--- src/rtl/instr_fetch_if.sv ---
// Signal bundle between the fetch stage, instruction ROM port A, the redirect source and decode.
// The master modport is the fetch stage's view of the bundle.
interface instr_fetch_if;
   logic [31:0] memAddr;
   logic        memRequest;
   logic        memDone;
   logic [31:0] memData;
   logic        redirect;
   logic [31:0] redirectPc;
   logic        instValid;
   logic        instReady;
   logic [31:0] instData;
   logic [31:0] instPc;

   modport master (
      output memAddr, memRequest, instValid, instData, instPc,
      input  memDone, memData, redirect, redirectPc, instReady
   );

   modport slave (
      input  memAddr, memRequest, instValid, instData, instPc,
      output memDone, memData, redirect, redirectPc, instReady
   );
endinterface

--- src/rtl/instr_fetch.sv ---
// Instruction fetch stage: owns the PC, issues word reads to the ROM, and queues the
// one-cycle-latency responses for decode. A redirect flushes the queue and any in-flight read.
module instr_fetch #(
   parameter int unsigned DEPTH    = 2,
   parameter logic [31:0] RESET_PC = 32'h0000_0000
) (
   input logic           clk,
   input logic           rst_n,
   instr_fetch_if.master bus
);
   localparam int unsigned PW = $clog2(DEPTH);

   logic [31:0]            pc_q, pc_d;
   logic [DEPTH-1:0][31:0] data_q, data_d;
   logic [DEPTH-1:0][31:0] tag_q, tag_d;
   logic [PW-1:0]          rd_ptr_q, rd_ptr_d;
   logic [PW-1:0]          wr_ptr_q, wr_ptr_d;
   logic [PW:0]            count_q, count_d;
   logic                   in_flight_q, in_flight_d;
   logic [31:0]            in_flight_pc_q, in_flight_pc_d;

   logic                   pop;
   logic                   push;
   logic                   accepted;
   logic                   mem_request;
   logic [PW+1:0]          committed;

   // Slots already spoken for once this cycle's pop leaves; a new read needs one to spare.
   assign pop         = (count_q != '0) & bus.instReady;
   assign push        = in_flight_q & ~bus.redirect;
   assign committed   = {1'b0, count_q}
                      + {{(PW+1){1'b0}}, in_flight_q}
                      - {{(PW+1){1'b0}}, pop};
   assign mem_request = rst_n & ~bus.redirect & (committed < (PW+2)'(DEPTH));
   assign accepted    = mem_request & bus.memDone;

   assign bus.memAddr    = pc_q;
   assign bus.memRequest = mem_request;
   assign bus.instValid  = (count_q != '0);
   assign bus.instData   = data_q[rd_ptr_q];
   assign bus.instPc     = tag_q[rd_ptr_q];

   always_comb begin
      pc_d           = pc_q;
      data_d         = data_q;
      tag_d          = tag_q;
      rd_ptr_d       = rd_ptr_q;
      wr_ptr_d       = wr_ptr_q;
      count_d        = count_q;
      in_flight_d    = 1'b0;
      in_flight_pc_d = in_flight_pc_q;

      if (bus.redirect) begin
         pc_d     = bus.redirectPc & ~32'd3;
         rd_ptr_d = '0;
         wr_ptr_d = '0;
         count_d  = '0;
      end else begin
         if (push) begin
            data_d[wr_ptr_q] = bus.memData;
            tag_d[wr_ptr_q]  = in_flight_pc_q;
            wr_ptr_d         = wr_ptr_q + 1'b1;
         end
         if (pop) begin
            rd_ptr_d = rd_ptr_q + 1'b1;
         end
         count_d = count_q + {{PW{1'b0}}, push} - {{PW{1'b0}}, pop};
         if (accepted) begin
            in_flight_d    = 1'b1;
            in_flight_pc_d = pc_q;
            pc_d           = pc_q + 32'd4;
         end
      end
   end

   always_ff @(posedge clk or negedge rst_n) begin
      if (!rst_n) begin
         pc_q           <= RESET_PC;
         data_q         <= '0;
         tag_q          <= '0;
         rd_ptr_q       <= '0;
         wr_ptr_q       <= '0;
         count_q        <= '0;
         in_flight_q    <= 1'b0;
         in_flight_pc_q <= '0;
      end else begin
         pc_q           <= pc_d;
         data_q         <= data_d;
         tag_q          <= tag_d;
         rd_ptr_q       <= rd_ptr_d;
         wr_ptr_q       <= wr_ptr_d;
         count_q        <= count_d;
         in_flight_q    <= in_flight_d;
         in_flight_pc_q <= in_flight_pc_d;
      end
   end
endmodule

--- src/flat_wrapper.sv ---
// flat-port wrapper written by rule: the top's interface ports become plain ports
module instr_fetch_flat 
#(
   parameter int unsigned DEPTH    = 2,
   parameter logic [31:0] RESET_PC = 32'h0000_0000
)
  (clk, rst_n, bus_memAddr, bus_memRequest, bus_instValid, bus_instData, bus_instPc, bus_memDone, bus_memData, bus_redirect, bus_redirectPc, bus_instReady);
  instr_fetch_if bus_i ();
  input logic clk;
  input logic rst_n;
  output wire logic [$bits(bus_i.memAddr)-1:0] bus_memAddr;
  output wire logic [$bits(bus_i.memRequest)-1:0] bus_memRequest;
  output wire logic [$bits(bus_i.instValid)-1:0] bus_instValid;
  output wire logic [$bits(bus_i.instData)-1:0] bus_instData;
  output wire logic [$bits(bus_i.instPc)-1:0] bus_instPc;
  input wire logic [$bits(bus_i.memDone)-1:0] bus_memDone;
  input wire logic [$bits(bus_i.memData)-1:0] bus_memData;
  input wire logic [$bits(bus_i.redirect)-1:0] bus_redirect;
  input wire logic [$bits(bus_i.redirectPc)-1:0] bus_redirectPc;
  input wire logic [$bits(bus_i.instReady)-1:0] bus_instReady;
  assign bus_memAddr = bus_i.memAddr;
  assign bus_memRequest = bus_i.memRequest;
  assign bus_instValid = bus_i.instValid;
  assign bus_instData = bus_i.instData;
  assign bus_instPc = bus_i.instPc;
  assign bus_i.memDone = bus_memDone;
  assign bus_i.memData = bus_memData;
  assign bus_i.redirect = bus_redirect;
  assign bus_i.redirectPc = bus_redirectPc;
  assign bus_i.instReady = bus_instReady;
  instr_fetch #(.DEPTH(DEPTH), .RESET_PC(RESET_PC)) u_core (.clk(clk), .rst_n(rst_n), .bus(bus_i));
endmodule
--- config.mk ---
export PLATFORM = sky130hd
export DESIGN_NAME = instr_fetch_flat
export DESIGN_NICKNAME = d
export VERILOG_FILES = /design/src/rtl/instr_fetch_if.sv /design/src/rtl/instr_fetch.sv /design/src/flat_wrapper.sv
export SDC_FILE = /design/constraint.sdc
export NUM_CORES = 1
export LEC_CHECK = 0
export CORE_MARGIN = 5
export CORE_UTILIZATION = 52
export DETAILED_ROUTE_END_ITERATION = 7
export PLACE_DENSITY = 0.89
export REMOVE_ABC_BUFFERS = 1
export SLEW_MARGIN = 0
export SYNTH_ARGS = -nofsm -noshare
export SYNTH_HDL_FRONTEND = slang
export SYNTH_SLANG_ARGS = --single-unit
--- constraint.sdc ---
create_clock -name clk -period 3.8 [get_ports clk]
set_clock_uncertainty 0.2 [all_clocks]
set_input_delay 1.14 -clock clk [delete_from_list [all_inputs] [get_ports clk]]
set_output_delay 1.14 -clock clk [all_outputs]
set_load 0.005 [all_outputs]
==> flow_summary.yaml <==
sta:
  finalSetupViolations: 1
  worst_pin_slew_ps: 846
  worst_hold_slack_ps: 301
  max_freq_mhz: 249
  min_period_ps: 4010
  hold_viol: 0
  setup_ws_ps: -214
  rsz0062_at_grt: "true"
  fin_crit_sh_pct: 106
  maxSlewViolCount: 0
  relSlewSlack_pct: 43.6
drt:
  dr.max_layer_used: "met4"
  routed_wl_mm: 21.6
  wl_met3_mm: 1.31
  num_vias: 6286
  via_per_inst: 5.59
  firstDrtPassIters: 6
  dr_wl_met2_mm: 10.9
  routedWlPerCell_um: 19.2
  wirelength_met1_mm: 8.99
  post-route-drc-count: 0
  drt_iter0_drc: 386
  drtAntennaViolNets: 0
floorplanning:
  io-pin-count: 167
  initial_core_util_pct: 52.5
  rows: 47
  die-area_um2: 19300
  die_w_um: 139
  core-area_um2: 16500
  die_y_um: 139
yosys:
  yosysSeqAreaShare_pct: 54.7
  yosys_most_used_dff: "dfrtp_1"
  syn_inst: 706
  ys_ff_latch: 189
  synthArstFlopShare_pct: 100
  yosys_warnings: 0
  synth_edf_count: 0
  avgSynthCellArea_um2: 12.2
  syn-cell-area_um2: 8650
  synth_cell_type_count: 51
grt:
  grt_pass1_wl_mm: 35.2
  grt_pass1_vias: 6609
  grtUsageTotal_pct: 22.5
  grt_max_degree: 160
  antenna_found_initial: 0
  overflow: 0
cells_and_area:
  post-route-util_pct: 69.7
  finalNonFillerCells: 1125
  seq_area_um2: 4730
  final_layout_size_suffix_gt1_share_pct: 32.3
  syn_to_final_growth_pct: 32.7
  fin_nets: 967
  diodes: 0
  multi_input_area_um2: 3710
  fillers: 1170
power:
  p_leak_nw: 5.28
  vdd_ir_drop_max_uv: 464
  p_per_area_nw_per_um2: 744
  power_mw: 8.54
clock_tree:
  cts.sinks: 189
  cts_buffers: 17
  cts_tree: "built"
  cts.reportedPaths.clkPinSlew_ps: 60
  root_buffer: "clkbuf_16"
  cts_max_level: 4
  insertion_delay_ps: 420
  clockBufferDepth: 2
place:
  gp_congestion: 0.846
  post-place-ws_ps: -883
  dpl.hpwl_mm: 13.8
  placedCellCount: 1078
  io_buffers: 160
worst_setup_path:
  cp.arrival_ps: 2670
  required_ps: 2460
  end_kind: "primary output"
  startpoint_type: "input port"
  worst-r2r-setup-slack_ps: 240
  timing_worst_setup_path_type: "in2out"
  critPathMaxFanout: 2
run_status:
  status: "finished with violations"
  violations: "setup timing"
worst_hold_path:
  hold_class: "reg2reg"
run:
  cap_violations: 0
-- path summary, 6_finish.rpt --
kind                       depth (start not counted)                               endpoint                                   from
hold reg to reg                                    2  u_core.in_flight_pc_q[24]$_DFFE_PN0P_  u_core.in_flight_pc_q[24]$_DFFE_PN0P_
min in group asynchronous                          2   u_core.in_flight_pc_q[6]$_DFFE_PN0P_                                  rst_n
max in group asynchronous                          3           u_core.tag_q[57]$_DFFE_PN0P_                                  rst_n
hold / removal                                     2  u_core.in_flight_pc_q[24]$_DFFE_PN0P_  u_core.in_flight_pc_q[24]$_DFFE_PN0P_
setup / recovery                                   9                         bus_memRequest                          bus_instReady
setup reg to reg                                  24            u_core.count_q[1]$_DFF_PN0_            u_core.count_q[1]$_DFF_PN0_
-- synth_stat cells (2+ instances only) --
cell type,number,share of area (%)
dfrtp_1,189,55
mux2_2,187,24
nand2_1,116,5.0
buf_2,24,1.4
o21ai_0,23,1.3
nand3_1,13,0.75
nand4_1,12,0.87
nor2_1,10,0.43
a221o_1,9,1.0
and3_1,9,0.65
clkbuf_1,9,0.39
inv_1,8,0.35
buf_4,7,0.61
nor2b_1,6,0.43
buf_1,5,0.22
nor4_1,5,0.36
o211ai_1,5,0.43
a21oi_1,4,0.23
and2_1,4,0.29
ha_1,4,0.58
mux2i_1,4,0.46
nor3_1,4,0.23
nor3b_1,4,0.35
or3_1,4,0.29
xnor2_1,4,0.41
a32oi_1,3,0.30
o311ai_0,3,0.30
a22oi_1,2,0.17
a311o_1,2,0.23
a41oi_1,2,0.20
and4_1,2,0.20
nand2b_1,2,0.14
nand3b_1,2,0.17
xor2_1,2,0.20
-- through the flow --
step / cell area (um^2) / setup TNS, ps
after floorplan: 8420 / -98310
after detailed placement: 10600 / -18100
after CTS: 11500 / -201
final: 11500 / -214
after global routing: 11500 / -247
after global placement: 10600 / -15230
-- repair_timing --
item / in CTS / in global routing
pin swaps: 5 / 4
resized for setup: 22 / 4
hold buffers: 0 / 0
setup endpoints to repair: 8 / 3
setup buffers: 17 / 1
-- cell families (layout without fill, tap and decap cells) --
family / Yosys count / after routing / share of synthesized area, %
mux: 191 / 191 / 24.8
buf+inv: 56 / 252 / 3.21
compound gates: 58 / 58 / 4.72
xor+xnor: 6 / 6 / 0.608
flops: 189 / 189 / 54.7
simple gates: 200 / 200 / 11.1
fa+ha+maj: 5 / 5 / 0.810
other cells: 1 / 4 / 0.0434
-- worst max-delay path, stage by stage --
cell and delay, ps:
buf_6 90, and2_4 140, ha_4 220, inv_4 50, nand2_2 50, fa_2 540, nand2_1 90, nor3_2 190
buf_2 170
-- metal layers --
layer | up-vias | global-route usage [%]
li1 | 2864 | -
met3 | 38 | 5.24
met5 | - | 0
met4 | 0 | 7.78
met2 | 220 | 37.5
met1 | 3164 | 29.2
-- layout make-up --
cell class	instances	area share, %
Clock buffer	18	3.83
Clock inverter	13	1.83
Inverter	9	0.338
Multi-Input combinational cell	464	32.3
Sequential cell	189	41.2
Tap cell	220	2.40
Timing Repair Buffer	212	18.0
-- power by group --
part	switching, mW	internal [mW]	total (mW)
combinational	1.15	2.11	3.26
sequential	0.552	2.77	3.32
clock	0.767	1.19	1.96
-- state kept, by name (all words and copies together), names as in the netlist --
signal and flops:
u_core.bus.memAddr 30, u_core.count_q 2, u_core.data_q 64, u_core.in_flight_pc_q 30, u_core.in_flight_q 1, u_core.rd_ptr_q 1, u_core.tag_q 60, u_core.wr_ptr_q 1
-- cell usage in the layout (no fill, tap or decap), drive strengths merged, types with 5 or more instances in the layout --
master / synthesis / final
o21ai: 23 / 23
o211ai: 5 / 5
clkdlybuf4s50: 0 / 156
nand2: 116 / 116
nor3: 5 / 5
mux2: 187 / 187
buf: 37 / 55
dfrtp: 189 / 189
inv: 9 / 13
nand4: 12 / 12
a221o: 9 / 9
and2: 5 / 5
bufinv: 0 / 5
nor4: 6 / 6
clkbuf: 10 / 19
and3: 10 / 10
nor2b: 6 / 6
nand3: 14 / 14
nor2: 10 / 10
Power figures use the tool's default switching activity.
